`src/rtl/apb_pkg.sv`:
```
// Shared APB definitions: arbiter FSM encoding, also used by the APB slave mux.
package apb_pkg;

  typedef enum logic [1:0] {
    IDLE   = 2'd0,
    SETUP  = 2'd1,
    ACCESS = 2'd2
  } apb_arb_state_t;

endpackage

```
`src/rtl/apb_if.sv`:
```
// APB bus bundle; pstrb is the per-transfer select, psel carries byte lanes.
interface apb_if #(
  parameter int AW = 32,
  parameter int DW = 32,
  parameter int SW = DW / 8
);
  logic          penable;
  logic          pwrite;
  logic          pstrb;
  logic [AW-1:0] paddr;
  logic [SW-1:0] psel;
  logic [DW-1:0] pwdata;
  logic [DW-1:0] prdata;
  logic          pready;
  logic          pslverr;

  modport master (
    output penable, pwrite, pstrb, paddr, psel, pwdata,
    input  prdata, pready, pslverr
  );

  modport slave (
    input  penable, pwrite, pstrb, paddr, psel, pwdata,
    output prdata, pready, pslverr
  );
endinterface

```
`src/rtl/apb_rr_arbiter.sv`:
```
// Combinational round-robin pick: first set request after 'last', wrapping modulo N.
module apb_rr_arbiter #(
  parameter int N  = 4,
  parameter int LW = $clog2(N)
) (
  input  logic [N-1:0]  req,
  input  logic [LW-1:0] last,
  output logic [LW-1:0] gnt_idx,
  output logic          gnt_vld
);

  logic [LW-1:0] idx;

  // Walk from the farthest candidate to the nearest so the nearest hit wins.
  always_comb begin
    gnt_vld = 1'b0;
    gnt_idx = '0;
    idx     = '0;
    for (int k = N; k >= 1; k--) begin
      idx = LW'((int'(last) + k) % N);
      if (req[idx]) begin
        gnt_vld = 1'b1;
        gnt_idx = idx;
      end
    end
  end

endmodule

```
`src/rtl/apb_arbiter.sv`:
```
// N-way round-robin requester front end driving a single APB master port.
module apb_arbiter
  import apb_pkg::*;
#(
  parameter int N  = 4,
  parameter int AW = 32,
  parameter int DW = 32,
  parameter int SW = DW / 8,
  parameter int TO = 256
) (
  input  logic            clk,
  input  logic            rst,
  input  logic [N-1:0]    req_vld,
  input  logic [N-1:0]    req_wen,
  input  logic [N*AW-1:0] req_adr,
  input  logic [N*SW-1:0] req_sel,
  input  logic [N*DW-1:0] req_wdt,
  output logic [N-1:0]    req_ack,
  output logic [DW-1:0]   rsp_rdt,
  output logic            rsp_err,
  apb_if.master           apb
);

  localparam int LW = $clog2(N);
  localparam int CW = (TO > 0) ? $clog2(TO + 1) : 1;
  localparam logic [CW-1:0] TO_LAST = CW'((TO > 0) ? TO - 1 : 0);

  apb_arb_state_t state_q, state_d;
  logic [LW-1:0]  gnt_q, gnt_d;
  logic [LW-1:0]  last_q, last_d;
  logic [CW-1:0]  cnt_q, cnt_d;
  logic [N-1:0]   ack_q, ack_d;
  logic [DW-1:0]  rdt_q, rdt_d;
  logic           err_q, err_d;
  logic           penable_q, penable_d;
  logic           pwrite_q, pwrite_d;
  logic           pstrb_q, pstrb_d;
  logic [AW-1:0]  paddr_q, paddr_d;
  logic [SW-1:0]  psel_q, psel_d;
  logic [DW-1:0]  pwdata_q, pwdata_d;

  logic [N-1:0]   pending;
  logic [LW-1:0]  arb_idx;
  logic           arb_vld;
  logic           done;

  // The requester being acked still shows req_vld this cycle; keep it out.
  assign pending = req_vld & ~ack_q;

  apb_rr_arbiter #(.N(N), .LW(LW)) u_rr (
    .req     (pending),
    .last    (last_q),
    .gnt_idx (arb_idx),
    .gnt_vld (arb_vld)
  );

  always_comb begin
    state_d   = state_q;
    gnt_d     = gnt_q;
    last_d    = last_q;
    cnt_d     = cnt_q;
    ack_d     = '0;
    rdt_d     = rdt_q;
    err_d     = err_q;
    penable_d = penable_q;
    pwrite_d  = pwrite_q;
    pstrb_d   = pstrb_q;
    paddr_d   = paddr_q;
    psel_d    = psel_q;
    pwdata_d  = pwdata_q;
    done      = 1'b0;

    case (state_q)
      IDLE: begin
        if (arb_vld) begin
          gnt_d    = arb_idx;
          pwrite_d = req_wen[arb_idx];
          paddr_d  = req_adr[int'(arb_idx)*AW +: AW];
          psel_d   = req_sel[int'(arb_idx)*SW +: SW];
          pwdata_d = req_wdt[int'(arb_idx)*DW +: DW];
          pstrb_d  = 1'b1;
          state_d  = SETUP;
        end
      end
      SETUP: begin
        penable_d = 1'b1;
        cnt_d     = '0;
        state_d   = ACCESS;
      end
      ACCESS: begin
        // A slave answering on the final timeout cycle still gets its response through.
        if (apb.pready) begin
          rdt_d = apb.prdata;
          err_d = apb.pslverr;
          done  = 1'b1;
        end else if (TO != 0 && cnt_q == TO_LAST) begin
          rdt_d = '0;
          err_d = 1'b1;
          done  = 1'b1;
        end else begin
          cnt_d = cnt_q + CW'(1);
        end
      end
      default: state_d = IDLE;
    endcase

    if (done) begin
      pstrb_d      = 1'b0;
      penable_d    = 1'b0;
      ack_d[gnt_q] = 1'b1;
      last_d       = gnt_q;
      state_d      = IDLE;
    end
  end

  always_ff @(posedge clk) begin
    if (rst) begin
      state_q   <= IDLE;
      gnt_q     <= '0;
      last_q    <= LW'(N - 1);
      cnt_q     <= '0;
      ack_q     <= '0;
      rdt_q     <= '0;
      err_q     <= 1'b0;
      penable_q <= 1'b0;
      pwrite_q  <= 1'b0;
      pstrb_q   <= 1'b0;
      paddr_q   <= '0;
      psel_q    <= '0;
      pwdata_q  <= '0;
    end else begin
      state_q   <= state_d;
      gnt_q     <= gnt_d;
      last_q    <= last_d;
      cnt_q     <= cnt_d;
      ack_q     <= ack_d;
      rdt_q     <= rdt_d;
      err_q     <= err_d;
      penable_q <= penable_d;
      pwrite_q  <= pwrite_d;
      pstrb_q   <= pstrb_d;
      paddr_q   <= paddr_d;
      psel_q    <= psel_d;
      pwdata_q  <= pwdata_d;
    end
  end

  assign req_ack     = ack_q;
  assign rsp_rdt     = rdt_q;
  assign rsp_err     = err_q;
  assign apb.penable = penable_q;
  assign apb.pwrite  = pwrite_q;
  assign apb.pstrb   = pstrb_q;
  assign apb.paddr   = paddr_q;
  assign apb.psel    = psel_q;
  assign apb.pwdata  = pwdata_q;

endmodule

```
`src/flat_wrapper.sv`:
```
// flat-port wrapper written by rule: the top's interface ports become plain ports
module apb_arbiter_flat import apb_pkg::*;
#(
  parameter int N  = 4,
  parameter int AW = 32,
  parameter int DW = 32,
  parameter int SW = DW / 8,
  parameter int TO = 256
)
  (clk, rst, req_vld, req_wen, req_adr, req_sel, req_wdt, req_ack, rsp_rdt, rsp_err, apb_penable, apb_pwrite, apb_pstrb, apb_paddr, apb_psel, apb_pwdata, apb_prdata, apb_pready, apb_pslverr);
  apb_if #(.AW(AW), .DW(DW), .SW(SW)) apb_i ();
  input  logic clk;
  input  logic rst;
  input  logic [N-1:0] req_vld;
  input  logic [N-1:0] req_wen;
  input  logic [N*AW-1:0] req_adr;
  input  logic [N*SW-1:0] req_sel;
  input  logic [N*DW-1:0] req_wdt;
  output logic [N-1:0] req_ack;
  output logic [DW-1:0] rsp_rdt;
  output logic rsp_err;
  output wire logic [$bits(apb_i.penable)-1:0] apb_penable;
  output wire logic [$bits(apb_i.pwrite)-1:0] apb_pwrite;
  output wire logic [$bits(apb_i.pstrb)-1:0] apb_pstrb;
  output wire logic [$bits(apb_i.paddr)-1:0] apb_paddr;
  output wire logic [$bits(apb_i.psel)-1:0] apb_psel;
  output wire logic [$bits(apb_i.pwdata)-1:0] apb_pwdata;
  input wire logic [$bits(apb_i.prdata)-1:0] apb_prdata;
  input wire logic [$bits(apb_i.pready)-1:0] apb_pready;
  input wire logic [$bits(apb_i.pslverr)-1:0] apb_pslverr;
  assign apb_penable = apb_i.penable;
  assign apb_pwrite = apb_i.pwrite;
  assign apb_pstrb = apb_i.pstrb;
  assign apb_paddr = apb_i.paddr;
  assign apb_psel = apb_i.psel;
  assign apb_pwdata = apb_i.pwdata;
  assign apb_i.prdata = apb_prdata;
  assign apb_i.pready = apb_pready;
  assign apb_i.pslverr = apb_pslverr;
  apb_arbiter #(.N(N), .AW(AW), .DW(DW), .SW(SW), .TO(TO)) u_core (.clk(clk), .rst(rst), .req_vld(req_vld), .req_wen(req_wen), .req_adr(req_adr), .req_sel(req_sel), .req_wdt(req_wdt), .req_ack(req_ack), .rsp_rdt(rsp_rdt), .rsp_err(rsp_err), .apb(apb_i));
endmodule
```
`config.mk`:
```
export PLATFORM = sky130hd
export DESIGN_NAME = apb_arbiter_flat
export DESIGN_NICKNAME = d
export VERILOG_FILES = /design/src/rtl/apb_pkg.sv /design/src/rtl/apb_if.sv /design/src/rtl/apb_rr_arbiter.sv /design/src/rtl/apb_arbiter.sv /design/src/flat_wrapper.sv
export SDC_FILE = /design/constraint.sdc
export NUM_CORES = 1
export LEC_CHECK = 0
export CAP_MARGIN = 10
export CORE_AREA = 4 4 164 166
export DETAILED_ROUTE_END_ITERATION = 12
export DIE_AREA = 0 0 168 170
export SLEW_MARGIN = 25
export SYNTH_ARGS = -nofsm -noshare
export SYNTH_HDL_FRONTEND = slang
export SYNTH_SLANG_ARGS = --single-unit
```
`constraint.sdc`:
```
create_clock -name clk -period 2.6 [get_ports clk]
set_input_delay 0.52 -clock clk [delete_from_list [all_inputs] [get_ports clk]]
set_output_delay 0.52 -clock clk [all_outputs]
set_load 0.03 [all_outputs]
```
==> qor.csv <==
stage,metric,value,unit
run_status,status,completed,
grt,grt_pass1_wl,36.6,mm
floorplanning,die_h,170,um
routing,vias,6270,
setup_path,cp_cell_sequence,ha_2 > and3_4 > and3_4 > and3_1 > ha_2 > or4b_4 > a211oi_4 > nand3_1 > xor2_1 > nor2_1,
sta,setup_ws,0.117,ns
cells_and_area,drive_gt1_share,8.94,%
floorplanning,ios,424,
cells_and_area,nets,1323,
sta,worst_slew_pin_slew,0.533,ns
cells_and_area,utilization,44.5,%
grt,grtUsageMet1,18.7,%
synthesis,syn_inst,577,
grt,grt.overflow.total,0,
synthesis,avgSynthCellArea,10.3,um^2
sta,slew_headroom,64.3,%
synthesis,yosysTopAreaCell,dfxtp_1,
placed_design,io_buffer_count,423,
setup_path,critPathKind,reg -> reg,
pwr,cellPowerDensity,587,nW/um^2
setup_path,cp-start-kind,flip-flop,
clock_network,cts-root-buf,clkbuf_16,
grt,grt_busiest_layer,met2,
synthesis,ys_seq_elements,123,
clock_network,post-cts-setup-buffer-count,0,
min_path,hold_path.class,reg -> reg,
setup_path,cpPeakStageDelay,0.54,ns
setup_path,cp-end-kind,flip-flop,
grt,antenna_found_initial,0,
floorplanning,rows,59,
floorplanning,initial_core_util,23.2,%
flow_run,maxCapViolations,0,
grt,grt_use_total,16.2,%
routing,drcViolationCount,0,
pwr,vdd_drop_max,0.393,mV
pwr,power,6690,uW
cells_and_area,final_cell_mix,"clkdlybuf4s50_1, mux2i_1, dfxtp_1",
clock_network,insertion_delay,0.42,ns
sta,finalSetupTns,0,ns
floorplanning,coreArea,25600,um^2
routing,viasPerCell,4.63,
placed_design,place_area,10800,um^2
floorplanning,die_area,28600,um^2
placed_design,dpl.hpwl,18.9,mm
grt,grtUsageMet2,28.3,%
synthesis,synthesis.nets,895,
synthesis,yosysWarnings,0,
synthesis,synth_area,5950,um^2
grt,grt_max_degree,47,
pwr,p_leak,0.00435,uW
sta,max_freq,0.403,GHz
synthesis,async_reset_ff_share,0,%
cells_and_area,final_common_cell,clkdlybuf4s50_1,
synthesis,ys.flop_type,dfxtp_1,
grt,grt_util_met3,5.88,%
floorplanning,fp.dieW,168,um
routing,ant_nets,0,
clock_network,h-tree-depth,4,
clock_network,numCtsBuffers,17,
sta,final.min_clock_period,2.48,ns
sta,setup_viol_count_final,0,
cells_and_area,n_antenna_cell,0,
synthesis,synth_edf_count,0,
synthesis,ys_seq_area_share,41.4,%
setup_path,critPathArrivalTime,2.78,ns
placed_design,gp_congestion,0.830,
routing,wl,24.8,mm
sta,skew,0.0143,ns
clock_network,cts.sinks,123,
clock_network,cts_tree,built,
clock_network,clkTransAtPathRegs,0.06,ns
routing,wl_per_cell,18.3,um
setup_path,crit_fanout,4,
sta,period_share,95.5,%
cells_and_area,final_area,11400,um^2
synthesis,synth_top_area_share,41.4,%
routing,drt-pass1-iter-count,4,
routing,drt_iter0_markers,227,
sta,final_max_slew_viol_count,0,
cells_and_area,syn_to_final_growth,91.8,%
setup_path,critPathSlowestCell,or4b_4,
synthesis,synth_cell_types,46,
sta,hold_viol,0,
grt,grt_pass1_vias,6433,
setup_path,worstPathRequired,2.90,ns
clock_network,cts_buffer_depth,2,
synthesis,synthTopCellsByArea,"dfxtp_1, mux2i_1, o221ai_1",
placed_design,pre_cts_slack,0.0332,ns
worst max-delay path: cells and delay by family (launching register included):
kind / cells / cell delay (ns)
AOI/OAI and AO/OA: 1 / 0.28
xor gates and xnor gates: 1 / 0.16
and+or+nand+nor: 6 / 1.25
DFF: 1 / 0.33
adders and majority gates: 2 / 0.36
metal layers:
layer | share of wire (%) | vias up
met3 | 8.7 | 27
met5 | 0 | -
li1 | - | 3042
met4 | 1.9 | 0
met2 | 49 | 277
met1 | 40 | 2924
kinds of logic (layout without fill, tap and decap cells):
family                   after synthesis  after routing  share of synthesized area (%)
AO/OA/AOI/OAI                        128            128                           19.5
multiplexers                         138            138                           23.2
buffers and inverters                 53            494                           5.11
flip-flops                           123            123                           41.4
AND/OR/NAND/NOR                      130            130                           9.93
XOR/XNOR                               3              3                          0.442
adder cells (fa/ha/maj)                2              2                          0.421
final cells by class:
cell class	instances	area [um^2]
Fill cell	2469	14200
Clock buffer	17	425
Tap cell	335	419
Inverter	4	15.0
Multi-Input combinational cell	401	3230
Timing Repair Buffer	458	4680
Clock inverter	15	168
Sequential cell	123	2460
power breakdown:
part	total, uW	internal [uW]	leakage [uW]	switching (uW)
sequential	2190	2080	0.00101	109
combinational	2080	1110	0.00306	972
clock	2430	1370	0.000286	1060
metrics by stage:
step,hold WS (ns),cells
global route,0.486,1353
CTS,0.464,1353
finish,0.459,1353
floorplan,0.426,577
global placement,0.442,1321
detailed placement,0.446,1321
flip-flops by register name (all words and copies together) (netlist names):
name,flops
u_core.state_q,2
u_core.gnt_q,2
u_core.rsp_rdt,32
u_core.req_ack,4
u_core.apb.psel,4
u_core.apb.paddr,32
u_core.apb.penable,1
u_core.rsp_err,1
u_core.apb.pwdata,32
u_core.last_q,2
u_core.apb.pstrb,1
u_core.cnt_q,9
u_core.apb.pwrite,1
synthesized netlist by cell type, types with 3 or more instances:
cell and instances:
a211o_1 3, a21oi_1 8, a22o_1 32, and3_1 4, buf_1 3, buf_2 12, buf_4 14, buf_6 4
clkbuf_1 14, dfxtp_1 123, inv_1 4, mux2i_1 138, nand2_1 73, nand2b_1 5, nand3_1 3, nor2_1 24
nor2b_1 6, nor4_1 3, o21ai_0 4, o221ai_1 59, o221ai_2 10
timing repair:
| item | 4_1_cts | 5_1_grt |
|---|---|---|
| hold buffers | 0 | 0 |
| gates resized for setup | 0 | 8 |
| setup endpoints to repair | 0 | 8 |
final timing paths:
check / endpoint / slack (ns) / cells after the start / start
max reg2reg: u_core.cnt_q[7] / 0.12 / 10 / u_core.cnt_q[0]
min reg2reg: u_core.apb.paddr[24] / 0.46 / 2 / u_core.apb.paddr[24]
max: u_core.cnt_q[7] / 0.12 / 10 / u_core.cnt_q[0]
min: u_core.apb.paddr[24] / 0.46 / 2 / u_core.apb.paddr[24]
Power figures use the tool's default switching activity.
